[config.mk]
export PLATFORM = sky130hd
export DESIGN_NAME = dmem_arbiter
export DESIGN_NICKNAME = d
export VERILOG_FILES = /design/src/rtl/dmem_pkg.sv /design/src/rtl/dmem_arbiter_rr_arb2.sv /design/src/rtl/dmem_arbiter.sv
export SDC_FILE = /design/constraint.sdc
export NUM_CORES = 1
export LEC_CHECK = 0
export ABC_AREA = 1
export BUFFER_PORTS_ARGS = -buffer_cell sky130_fd_sc_hd__buf_2
export CORE_MARGIN = 10
export CORE_UTILIZATION = 30
export CTS_BUF_LIST = sky130_fd_sc_hd__clkbuf_2 sky130_fd_sc_hd__clkbuf_4 sky130_fd_sc_hd__clkbuf_8
export DETAILED_ROUTE_END_ITERATION = 10
export PLACE_DENSITY = 0.65
export SYNTH_ARGS = -nofsm -noshare
export SYNTH_HDL_FRONTEND = slang
export SYNTH_HIERARCHICAL = 1
export SYNTH_SLANG_ARGS = --single-unit
export TNS_END_PERCENT = 5
[constraint.sdc]
create_clock -name clk -period 1.34 [get_ports clk]
set_clock_uncertainty 0.05 [all_clocks]
set_input_delay 0.067 -clock clk [delete_from_list [all_inputs] [get_ports clk]]
set_output_delay 0.067 -clock clk [all_outputs]
set_load 0.01 [all_outputs]
[src/rtl/dmem_pkg.sv]
// Shared types and constants for the two-port data-memory arbiter.
package dmem_pkg;

    localparam int unsigned ADDR_W_DEF = 8;
    localparam int unsigned DATA_W_DEF = 16;

    localparam logic PORT_A = 1'b0;
    localparam logic PORT_B = 1'b1;

    typedef enum logic [1:0] {
        StIdle  = 2'd0,
        StServe = 2'd1,
        StDone  = 2'd2
    } state_e;

endpackage

[src/rtl/dmem_arbiter_rr_arb2.sv]
// Combinational two-way round-robin pick; on a tie the port that was not granted last wins.
module rr_arb2
    import dmem_pkg::*;
(
    input  logic a_req,
    input  logic b_req,
    input  logic last_grant,
    output logic grant_valid,
    output logic grant_sel
);

    always_comb begin
        grant_valid = a_req | b_req;
        grant_sel   = PORT_A;
        if (a_req && b_req) begin
            grant_sel = (last_grant == PORT_A) ? PORT_B : PORT_A;
        end else if (b_req) begin
            grant_sel = PORT_B;
        end
    end

endmodule

[src/rtl/dmem_arbiter.sv]
// Two-requester sequencer for the data memory: grant, one SERVE cycle, one DONE/ack cycle.
module dmem_arbiter
    import dmem_pkg::*;
#(
    parameter int unsigned ADDR_W = ADDR_W_DEF,
    parameter int unsigned DATA_W = DATA_W_DEF
) (
    input  logic              clk,
    input  logic              rst_n,
    input  logic              a_req,
    input  logic              a_we,
    input  logic [ADDR_W-1:0] a_addr,
    input  logic [DATA_W-1:0] a_wdata,
    output logic              a_ack,
    output logic [DATA_W-1:0] a_rdata,
    input  logic              b_req,
    input  logic              b_we,
    input  logic [ADDR_W-1:0] b_addr,
    input  logic [DATA_W-1:0] b_wdata,
    output logic              b_ack,
    output logic [DATA_W-1:0] b_rdata,
    output logic              mem_write,
    output logic              mem_read,
    output logic [ADDR_W-1:0] mem_addr,
    output logic [DATA_W-1:0] mem_wdata,
    input  logic [DATA_W-1:0] mem_rdata,
    output logic              busy
);

    state_e            state_q, state_d;
    logic              last_grant_q, last_grant_d;
    logic              sel_q, sel_d;
    logic              we_q, we_d;
    logic [ADDR_W-1:0] addr_q, addr_d;
    logic [DATA_W-1:0] wdata_q, wdata_d;
    logic              mem_write_q, mem_write_d;
    logic              mem_read_q, mem_read_d;
    logic              a_ack_q, a_ack_d;
    logic              b_ack_q, b_ack_d;
    logic [DATA_W-1:0] a_rdata_q, a_rdata_d;
    logic [DATA_W-1:0] b_rdata_q, b_rdata_d;

    logic grant_valid;
    logic grant_sel;

    rr_arb2 u_rr_arb2 (
        .a_req       (a_req),
        .b_req       (b_req),
        .last_grant  (last_grant_q),
        .grant_valid (grant_valid),
        .grant_sel   (grant_sel)
    );

    always_comb begin
        state_d      = state_q;
        last_grant_d = last_grant_q;
        sel_d        = sel_q;
        we_d         = we_q;
        addr_d       = addr_q;
        wdata_d      = wdata_q;
        mem_write_d  = 1'b0;
        mem_read_d   = 1'b0;
        a_ack_d      = 1'b0;
        b_ack_d      = 1'b0;
        a_rdata_d    = a_rdata_q;
        b_rdata_d    = b_rdata_q;

        unique case (state_q)
            StIdle: begin
                if (grant_valid) begin
                    sel_d        = grant_sel;
                    we_d         = (grant_sel == PORT_B) ? b_we : a_we;
                    addr_d       = (grant_sel == PORT_B) ? b_addr : a_addr;
                    wdata_d      = (grant_sel == PORT_B) ? b_wdata : a_wdata;
                    mem_write_d  = we_d;
                    mem_read_d   = ~we_d;
                    last_grant_d = grant_sel;
                    state_d      = StServe;
                end
            end
            StServe: begin
                // Memory read is combinational, so data is valid during SERVE itself.
                if (mem_read_q) begin
                    if (sel_q == PORT_B) b_rdata_d = mem_rdata;
                    else                 a_rdata_d = mem_rdata;
                end
                a_ack_d = (sel_q == PORT_A);
                b_ack_d = (sel_q == PORT_B);
                state_d = StDone;
            end
            StDone: begin
                state_d = StIdle;
            end
            default: begin
                state_d = StIdle;
            end
        endcase
    end

    always_ff @(posedge clk or negedge rst_n) begin
        if (!rst_n) begin
            state_q      <= StIdle;
            last_grant_q <= PORT_B;
            sel_q        <= PORT_A;
            we_q         <= 1'b0;
            addr_q       <= '0;
            wdata_q      <= '0;
            mem_write_q  <= 1'b0;
            mem_read_q   <= 1'b0;
            a_ack_q      <= 1'b0;
            b_ack_q      <= 1'b0;
            a_rdata_q    <= '0;
            b_rdata_q    <= '0;
        end else begin
            state_q      <= state_d;
            last_grant_q <= last_grant_d;
            sel_q        <= sel_d;
            we_q         <= we_d;
            addr_q       <= addr_d;
            wdata_q      <= wdata_d;
            mem_write_q  <= mem_write_d;
            mem_read_q   <= mem_read_d;
            a_ack_q      <= a_ack_d;
            b_ack_q      <= b_ack_d;
            a_rdata_q    <= a_rdata_d;
            b_rdata_q    <= b_rdata_d;
        end
    end

    assign a_ack     = a_ack_q;
    assign b_ack     = b_ack_q;
    assign a_rdata   = a_rdata_q;
    assign b_rdata   = b_rdata_q;
    assign mem_write = mem_write_q;
    assign mem_read  = mem_read_q;
    assign mem_addr  = addr_q;
    assign mem_wdata = wdata_q;
    assign busy      = (state_q != StIdle);

endmodule

==> metrics list, run 1 <==
- Instance area after placement: 3650 µm²
- Unique masters post-synth: 18
* Fraction of layout cells with a size suffix above 1: 30.1%
* Area of the die: 13600 µm²
- The final route contains between 2k and 3k vias.
- The first routing iteration left 149 violations.
- Post CTS Setup Buffer Count: 0
- Maximum fanout count along the critical path: 24
- Buf+Inv Stages, Crit Path: 2
- CTS saw 64 sinks.
- Number of vias per cell after detailed routing: 4.46
- Detail Route Antenna Nets: 0
- In the final routed layout, each cell accounts on average for 14.4 µm.
* Area overhead of the layout relative to synthesis: 59.7%
- The number of pins exceeding their max-slew limit in the final report was 0.
* Path category of the worst min-delay check: in2reg
- After detailed routing, the wire length on met1 is 3.85 mm.
- Worst EP required: 1.57 ns
- Maximum number of pins on one net before global-route repair: 65
- Setup repair after global routing left no endpoint under its margin.
* Total routing usage reported by global routing: 14.6%
* Slew @ Worst Pin: 0.355 ns
- Vias in the first global route: 3179
- Counting I/O delays and the setup requirement, the final critical path takes 1.26 ns.
* Beginning of the critical path: last_grant_q$_DFFE_PN1P_
- Including well taps, the total number of placed cells is between 500 and 600.
- Worst-case register-to-register setup slack: 0.08 ns
* Source-to-sink clock delay at the later pin of the worst-skew pair: 0.33 ns
- Initial antenna violation count: 0
- Leakage component of the power: 2.53 nW
- On the worst path, the slowest cell contributes a delay of ~0.56 ns.
- DRC violation count after routing: 0
- The first global-routing pass estimated roughly 16 mm of wire.
* Terminus of the critical flop-to-flop path: mem_addr[4]$_DFFE_PN0P_
- VDD sags by at most 0.737 mV.
* Dominant cell type by count on the critical path: nand2_1
- Setup crit end kind: flop
* First-pass iteration count of the detailed router: 4
* R2R Path Start: last_grant_q$_DFFE_PN1P_
- Number of cell instances on the worst register-to-register path: 7
- Count of cell instances traversed by the critical path: 7
- Of the available clock period, the critical path in the final layout requires 94.1%.
* Filler Cell Count: 861
- The number of clock buffers added by TritonCTS is 9.
- Number of instances in the synthesized netlist: 351
* TNS Setup: 0 ns
- In this run the power density over the cells is 1900 nW/µm².
- Synthesis produced a netlist with a net count of 421.
- Post-Syn Area: between 2000 and 3000 µm²
* Setup violations, final: 0
- Sum of net half-perimeters after detailed placement: 6.44 mm
* Detail Route met3 WL: ~1.0 mm
- Core Footprint: ~9200 µm²
* Max Fclk: 793 MHz
* End point of the critical path: mem_addr[4]$_DFFE_PN0P_
- Among all stages on the critical path, the largest delay is contributed by dfstp_2.
- Number of input and output port buffers inserted: 130
- Post-synthesis area per instance: 8.00 µm²
- Initial core utilization: around 31%
- On the final layout, the worst hold slack is 0.0543 ns.
* Maximum level of the CTS H-tree: 3
- Length of routed met2 wiring: 4.55 mm
* Sequential cell area fraction in the yosys report: 57.1%
- From left edge to right edge, the die measures 117 µm.
* GP Congestion: 0.750
* Normalized max-slew margin: between 70% and 80%
- Final Hold Violating Endpoints: 0
- Wire length reported by the detailed router: 9.69 mm
- Traced cell by cell, the critical path runs through a21oi_4, inv_1, buf_12, nand2_1, nand2_1, nand2_1, nand2_1.
- The net count of the finished layout is 626.
* Non-filler cells, final: 671
- Category of cells accounting for the largest share of critical-path delay: flip-flops
- Result of the run: completed
- Arrival time reported for the critical path endpoint: 1.49 ns
- Total of flip-flops plus latches after synthesis: 64
- Top layer in use: met4
- Across the run, the number of max-cap violations was 0.
* Critical Path Start Type: flop
- For this run, the number of Yosys warnings is 6.
- Number of ports placed on the die boundary: about 130
* CTS tree: built
- Total gr overflow: 0
- Measured along the y axis, the die boundary spans 117 µm.
* Design area: 4480 µm²
* Buffer cell driving the clock tree root: clkbuf_8
* Critical path class: reg2reg
* Clock transition time at the flip-flop clock pins of the worst setup and hold paths: 0.07 ns
- The clock passes through at most 2 buffers.
- Row generation in the floorplan step produced 35 rows.
-- metrics by stage --
step	worst slack, ns	total power, W	util [%]
after global placement	0.159	0.00692	39.7
after detailed placement	0.112	0.00704	39.7
final	0.0797	0.00853	48.7
after global routing	0.00717	0.00923	48.7
after CTS	0.0887	0.00864	48.6
after floorplan	0.0158	0.00530	-
-- final cells by class --
| cell class | count | area [µm²] | share of cell area, % |
|---|---|---|---|
| Sequential cell | 64 | 1600 | 35.8 |
| Antenna cell | 1 | 2.50 | 0.0558 |
| Clock buffer | 10 | 138 | 3.07 |
| Timing Repair Buffer | 208 | 1460 | 32.7 |
| Clock inverter | 4 | 22.5 | 0.502 |
| Inverter | 9 | 33.8 | 0.754 |
| Multi-Input combinational cell | 264 | 1080 | 24.1 |
| Tap cell | 111 | 139 | 3.10 |
-- metal layers --
| layer | GRT usage (%) | up-vias |
|---|---|---|
| li1 | - | 1471 |
| met3 | 6.78 | 33 |
| met1 | 15.9 | 1352 |
| met2 | 23.0 | 139 |
| met5 | 0 | - |
| met4 | 7.99 | 0 |
-- placed cells by master, fill, tap and decap left out, types with 2 or more instances in the layout --
cell | Yosys | routed
buf_12 | 0 | 5
buf_2 | 3 | 130
buf_4 | 6 | 7
clkbuf_8 | 0 | 10
clkinv_2 | 0 | 3
dfrtp_1 | 63 | 63
dlygate4sd3_1 | 0 | 66
inv_1 | 7 | 7
inv_2 | 2 | 2
nand2_1 | 231 | 231
nand2_2 | 2 | 2
nand2_4 | 2 | 2
nand3_1 | 17 | 17
nor2_1 | 4 | 4
nor2_4 | 4 | 4
-- report_power, final --
group	total, W	internal [W]	switching (W)
logic	0.00370	0.00156	0.00215
registers	0.00340	0.00286	0.000539
clock network	0.00142	0.000691	0.000727
total	0.00853	0.00511	0.00341
-- registers in the layout (all words and copies together), names as in the netlist --
name and cells:
mem_addr 8, state_q 2, last_grant_q 1, b_ack 1, mem_read 1, a_rdata 16
mem_write 1, sel_q 1, b_rdata 16, mem_wdata 16, a_ack 1
-- cell usage after synthesis --
master    number  share of area (%)
a21oi_1        1               0.18
and2_1         1               0.22
buf_2          3               0.53
buf_4          6                1.6
buf_6          3                1.2
clkbuf_1       2               0.27
dfrtp_1       63                 56
dfstp_2        1               0.94
inv_1          7               0.94
inv_2          2               0.27
nand2_1      231                 31
nand2_2        2               0.45
nand2_4        2               0.80
nand3_1       17                3.0
nor2_1         4               0.53
nor2_4         4                1.6
o21ai_0        1               0.18
or2_1          1               0.22
-- worst min path at each step --
stage	slack [ns]	from	depth (start not counted)	to
after floorplan	-0.28	rst_n	0	a_ack$_DFF_PN0_
final	0.05	b_we	5	mem_write$_DFF_PN0_
after detailed placement	0.07	rst_n	2	mem_addr[6]$_DFFE_PN0P_
after global routing	0.09	b_we	5	mem_write$_DFF_PN0_
after global placement	0.06	rst_n	2	mem_wdata[10]$_DFFE_PN0P_
after CTS	0.04	b_we	5	mem_write$_DFF_PN0_
-- cells by family (layout without fill, tap and decap cells) --
group	Yosys count	after routing	share of synthesized area [%]
simple gates	262	262	37.7
other cells	0	1	0
buf+inv	23	231	4.81
compound gates	2	2	0.356
flops	64	64	57.1
-- worst min-delay path: stages --
cell,delay [ns]
buf_2,0.10
inv_1,0.04
nand2_1,0.04
o21ai_0,0.10
nor2_1,0.05
-- timing repair --
action	CTS	global route
resized for setup	0	1
hold endpoints to repair	121	0
endpoints found under the setup margin	0	1
hold buffers	66	0
Note: power is estimated with default switching activity, not from simulation.
==> run 2: changes to the inputs <==
Settings changed: CELL_PAD_IN_SITES_DETAIL_PLACEMENT set to 1, CELL_PAD_IN_SITES_GLOBAL_PLACEMENT set to 2, CORE_MARGIN 10 to not set, CORE_UTILIZATION 30 to 23, PLACE_DENSITY 0.65 to 0.84.
==> metrics list, run 2 (synthesized netlist as in run 1, its figures left out) <==
- Result of the run: completed
* Core Footprint: 11700 µm² (+27%)
- The worst-case clock buffer depth came to 2 (unchanged).
* Initial core utilization: 24.1% (-6.5 points)
- The sum of internal, switching and leakage power came to 0.00920 W (+7.9%).
* Wire length of the first global-routing pass: 16.1 mm (+3.2%)
* Vias in the first global route: 3319 (+4.4%)
- The pre-CTS setup slack came to -0.156 ns (-0.268 ns).
- Arrival time reported for the critical path endpoint: 1.45 ns (-0.04 ns)
* CTS tree: built
- Wire length reported by the detailed router: 9.76 mm (+0.73%)
- Max Fclk: 791 MHz (-0.31%)
- In this run the critical register-to-register path is captured at mem_addr[2]$_DFFE_PN0P_.
- WL per Instance: 13.8 µm (-4.5%)
* Maximum level of the CTS H-tree: 3 (unchanged)
- Initial antenna violation count: 0 (unchanged)
- The worst hold slack across all endpoints was 0.0601 ns (+0.00581 ns).
- The pin count of the biggest net entering global routing was 27 (-58%).
- The setup-violating endpoint count in the final report is 0 (unchanged).
* Final Worst Setup Slack: 0.0758 ns (-0.00393 ns)
- Clock transition time at the flip-flop clock pins of the worst setup and hold paths: 0.07 ns (about the same)
* Source-to-sink clock delay at the later pin of the worst-skew pair: 0.34 ns (about the same)
* Leakage component of the power: 2.60 nW (+2.5%)
* Die Y: 112 µm (-3.6%)
- The area enclosed by the die boundary was 12700 µm² (-7.2%).
* Diodes inserted: 0 (-1)
- The DRC marker count from the first detailed-route iteration is 121 (-19%).
- From synthesis to final layout, the design area changed by 66.0%.
- The worst setup path is captured at a flop.
- The share of the clock period used by the worst path after layout came to 94.3% (+0.29 points).
- In this run the worst hold path is classified as in2reg.
- The required time at the worst-slack endpoint is 1.52 ns (-0.05 ns).
* Unrepaired setup endpoints after global routing: yes
* Final Util: 40.0% (-8.8 points)
* Start point of the worst min-delay path: b_we
* Normalized max-slew margin: 80.1% (+3.8 points)
* Number of ports placed on the die boundary: 131 (unchanged)
* Worst VDD drop: 0.584 mV (-21%)
- Hold path endpoint: mem_write$_DFF_PN0_
- Worst Hold Depth: 5 (unchanged)
- The detailed-placement wirelength estimate was 6.48 mm (+0.66%).
- Slew @ Worst Pin: 0.299 ns (-0.0563 ns)
* Detail Route Antenna Nets: 0 (unchanged)
- Leaving out fill and tap cells, the most frequent cell in the layout is nand2_1.
* Number of cell instances on the worst register-to-register path: 7 (unchanged)
- GP Congestion: 0.741 (-1.3%)
- Total number of clock tree sinks: 64 (unchanged)
* Clock period minus worst slack: 1.26 ns (+0.00393 ns)
- The critical path in this run is classified as reg2reg.
- In the layout the commonest cells are 231 x nand2_1, 130 x buf_2, 66 x dlygate4sd3_1.
- The routed via count divided by cell count came to 4.27 (-4.3%).
- DRC violation count after routing: 0 (unchanged)
* Final Hold Violating Endpoints: 0 (unchanged)
* Std-Cell Rows: 39 (+11%)
* TNS Setup: 0 ns (unchanged)
- Total Nets Final: 630 (+0.64%)
- The max capacitance violation total came to 0 (unchanged).
* Total routing usage reported by global routing: 16.4% (+1.8 points)
- The root buffer cell chosen for the clock tree is clkbuf_8.
- The first-pass iteration count of the detailed router is 4 (unchanged).
- Number of input and output port buffers inserted: 130 (unchanged)
- Worst-case register-to-register setup slack: 0.08 ns (about the same)
- The total CTS buffers came to 9 (unchanged).
- Maximum fanout count along the critical path: 8 (-67%)
- Power Dens Cells: 1970 nW/µm² (+3.8%)
* Total gr overflow: 0 (unchanged)
- Number of slew-limit violations in the final report: 0 (unchanged)
- Fraction of layout cells with a size suffix above 1: 31.0% (+0.92 points)
- The x dimension of the die came to 112 µm (-3.6%).
* R2R Path Start: last_grant_q$_DFFE_PN1P_
* Critical Path Start Type: flop
- The vias after detailed routing came to 3024 (+0.97%).
## run 2: cell types whose count changed in the layout (fill, tap and decap cells not counted)
cell       before  now
clkinv_2        3    0
inv_6           0    1
o21ai_1         0    1
buf_12          5    6
diode_2         1    0
buf_6           0    1
inv_2           2    3
inv_1           7    6
buf_4           7    9
clkinv_4        0    1
bufinv_16       0    3
o21ai_0         1    0
## run 2: final cells by class
type / count / area [µm²]
fill: 1433 / 7000
inverter: 9 / 33.8
sequential: 64 / 1600
timing repair buffer: 212 / 1510
clock buffer: 10 / 138
tap: 143 / 179
multi-input combinational: 264 / 1080
clock inverter: 6 / 115
## run 2: stage by stage
step                      instances  cell area (µm²)
after floorplan                 351             2810
after global placement          623             3710
after detailed placement        623             3710
after CTS                       709             4660
after global routing            708             4660
final                           708             4660
## run 2: worst max-delay path by stage
stage	from	end	slack (ns)	cells past startpoint
floorplan	last_grant_q$_DFFE_PN1P_	mem_addr[1]$_DFFE_PN0P_	0.02	8
global placement	last_grant_q$_DFFE_PN1P_	mem_wdata[6]$_DFFE_PN0P_	-0.07	7
detailed placement	last_grant_q$_DFFE_PN1P_	mem_wdata[7]$_DFFE_PN0P_	-0.16	7
CTS	last_grant_q$_DFFE_PN1P_	mem_wdata[14]$_DFFE_PN0P_	0.02	7
global route	state_q[1]$_DFFE_PN0P_	b_rdata[6]$_DFFE_PN0P_	-0.02	4
finish	last_grant_q$_DFFE_PN1P_	mem_addr[2]$_DFFE_PN0P_	0.08	7
## run 2: where the power goes
part           switching, W  internal (W)
Sequential         0.000558       0.00286
Combinational       0.00214       0.00155
Clock              0.000793       0.00130
## run 2: per-layer routing
layer,vias to the layer above,routed length (µm),part of all wire [%],global-route usage [%]
met2,103,5120,52,30.3
li1,1477,-,-,-
met1,1438,4010,41,18.2
met5,-,0,0,0
met4,0,68,0.70,4.09
met3,6,564,5.8,5.29
## run 2: worst max-delay path: stages, from the launching register on
cell	delay [ns]
dfstp_2	0.56
a21oi_4	0.07
buf_4	0.14
buf_6	0.13
nand2_1	0.06
nand2_1	0.05
nand2_1	0.06
nand2_1	0.04
## run 2: what timing repair did
action | CTS | global route
buffers inserted | 4 | 0
setup endpoints to repair | 24 | 29
resized for setup | 1 | 3
endpoints found under the hold margin | 120 | 0
hold buffers | 66 | 0
pin swaps | 1 | 0
==> run 3: changes to the inputs <==
Settings changed: CELL_PAD_IN_SITES_DETAIL_PLACEMENT 1 to 0, CELL_PAD_IN_SITES_GLOBAL_PLACEMENT 2 to 1, CORE_UTILIZATION 23 to 30.
==> metrics list, run 3 (synthesized netlist as in run 1, its figures left out) <==
- Worst Hold Margin: 0.0367 ns (-0.0234 ns)
- Result of the run: completed
- The met2 global-route usage is 28.6% (-1.7 points).
- Sum of net half-perimeters after detailed placement: 5.36 mm (-17%)
- The slew of the pin with the lowest slew margin came to 0.461 ns (+0.162 ns).
- The pin count of the biggest net entering global routing was 28 (+3.7%).
- The maximum level of the CTS H-tree is 3 (unchanged).
- The vias after detailed routing is 2866 (-5.2%).
- The slowest stage of the critical path belongs to the cell dfstp_2.
- The delay of the slowest cell on the worst path is 0.56 ns (about the same).
* Leakage component of the power: 2.55 nW (-1.8%)
- Highest-count cells in the layout ignoring fill and taps: 231 x nand2_1, 130 x buf_2, 66 x dlygate4sd3_1
- The min-delay analysis places its worst path in the category in2reg.
- STA classifies the critical path endpoint as a flop.
- Critical path class: reg2reg
- The count of pins on the block boundary is 131 (unchanged).
- Clock transition time at the flip-flop clock pins of the worst setup and hold paths: 0.07 ns (about the same)
- TritonCTS built the clock tree.
- Most Crowded Layer GR: met2
- Most common cell after layout, fill and taps aside: nand2_1
- The first-pass iteration count of the detailed router was 4 (unchanged).
- The detailed-route wire length per cell came to 12.0 µm (-13%).
- TNS Setup: 0 ns (unchanged)
* Total routing usage reported by global routing: 17.2% (+0.80 points)
* Met1 Use GR: 21.2% (+3.0 points)
* Die Y: 98.7 µm (-12%)
- The DRC marker count from the first detailed-route iteration is 73 (-40%).
* Total number of clock tree sinks: 64 (unchanged)
* Initial antenna violation count: 0 (unchanged)
- Normalized max-slew margin: 69.3% (-11 points)
- Post-route fraction of the period consumed by the critical path: 93.0% (-1.4 points)
- Filler Cell Count: 833 (-42%)
* Initial core utilization: 31.6% (+7.5 points)
- The met3 demand-to-capacity share in global routing was 4.33% (-0.97 points).
* Area of the die: 9750 µm² (-23%)
- The routability congestion estimate from global placement was 0.741 (about the same).
* Wire length of the first global-routing pass: 13.1 mm (-19%)
- The number of port buffers is 130 (unchanged).
- DRC violation count after routing: 0 (unchanged)
- The maximum clock rate is 803 MHz (+1.5%).
- The signal on the critical path passes through a21oi_4, buf_4, buf_4, nand2_1, nand2_1, nand2_1, nand2_1.
* Maximum fanout count along the critical path: 4 (-4)
* Number of slew-limit violations in the final report: 0 (unchanged)
* Clock period minus worst slack: 1.25 ns (-0.0185 ns)
* CTS max path bufs: 2 (unchanged)
* Arrival time reported for the critical path endpoint: 1.41 ns (-0.04 ns)
- The number of global-route vias before repair was 2813 (-15%).
- Setup violations, final: 0 (unchanged)
- Number of vias per cell after detailed routing: 4.28 (+0.15%)
- Detail Route Antenna Nets: 0 (unchanged)
* Core Footprint: 8890 µm² (-24%)
- Setup repair after global routing left no endpoint under its margin.
* Wire length reported by the detailed router: 8.07 mm (-17%)
- Worst EP required: 1.51 ns (about the same)
- The cell sitting at the root of the clock tree is a clkbuf_8.
- The clock latency at the later pin of the worst-skew pair was 0.33 ns (about the same).
- The number of inserted diodes came to 0 (unchanged).
* Overall power: 0.00846 W (-8.1%)
- Dominant cell type by count on the critical path: nand2_1
- Compared with the post-synthesis result, the final layout area differs by 60.7%.
- The sum of overflow across all layers after global routing is 0 (unchanged).
* Max Cap Viol: 0 (unchanged)
- Power Dens Cells: 1870 nW/µm² (-5.1%)
- Final Hold Violating Endpoints: 0 (unchanged)
- The share of cells above drive strength 1 was 30.4% (-0.55 points).
- The x dimension of the die was 98.7 µm (-12%).
- The worst setup path is launched from a flop.
* CTS buffer count: 9 (unchanged)
- Total Nets Final: 628 (-0.32%)
- Std-Cell Rows: 34 (-13%)
- The maximum vdd ir drop came to 0.777 mV (+33%).
run 3: what timing repair did:
action / CTS / global route
hold buffers: 66 / 0
buffers inserted: 0 / 2
resized for setup: 2 / 0
endpoints found under the hold margin: 118 / 0
pin swaps: 0 / 2
setup endpoints to repair: 24 / 25
run 3: worst max-delay path, delay by kind of cell (launching register included):
family / cells / cell delay (ns)
DFF: 1 / 0.56
buffers and inverters: 2 / 0.26
and+or+nand+nor: 4 / 0.19
AOI/OAI and AO/OA: 1 / 0.07
run 3: layout make-up:
cell class	instances	area [µm²]	area share, %
well taps	108	135	3.00
flip-flops and latches	64	1600	35.5
clock buffers	12	159	3.52
clock inverters	3	17.5	0.388
inverters	9	33.8	0.749
multi-input cells	264	1080	24.0
repair buffers	210	1480	32.9
run 3: per-stage QoR:
stage | worst slack, ns | instances | area (µm²) | util (%)
after global routing | 0.00911 | 670 | 4510 | 50.7
after floorplan | 0.0158 | 351 | 2810 | -
after detailed placement | -0.0658 | 587 | 3650 | 41.0
after global placement | 0.00987 | 587 | 3650 | 41.0
after CTS | 0.0121 | 668 | 4500 | 50.6
final | 0.0943 | 670 | 4510 | 50.7
run 3: worst paths after layout:
path | startpoint | to | slack [ns] | cells past startpoint
min in group asynchronous | rst_n | a_rdata[5]$_DFFE_PN0P_ | 0.17 | 2
max | last_grant_q$_DFFE_PN1P_ | mem_addr[5]$_DFFE_PN0P_ | 0.09 | 7
max reg2reg | last_grant_q$_DFFE_PN1P_ | mem_addr[5]$_DFFE_PN0P_ | 0.09 | 7
min | b_we | mem_write$_DFF_PN0_ | 0.04 | 5
max in group asynchronous | rst_n | last_grant_q$_DFFE_PN1P_ | 0.52 | 3
min reg2reg | a_rdata[9]$_DFFE_PN0P_ | a_rdata[9]$_DFFE_PN0P_ | 0.42 | 2
run 3: power by group:
part	switching, W	internal (W)
clock network	0.000698	0.000777
registers	0.000536	0.00287
logic	0.00206	0.00152
total	0.00330	0.00516
run 3: layer usage:
metal	share of wire, %	wire (µm)
met1	45	3660
met2	47	3760
met3	6.1	489
met4	1.9	155
met5	0	0
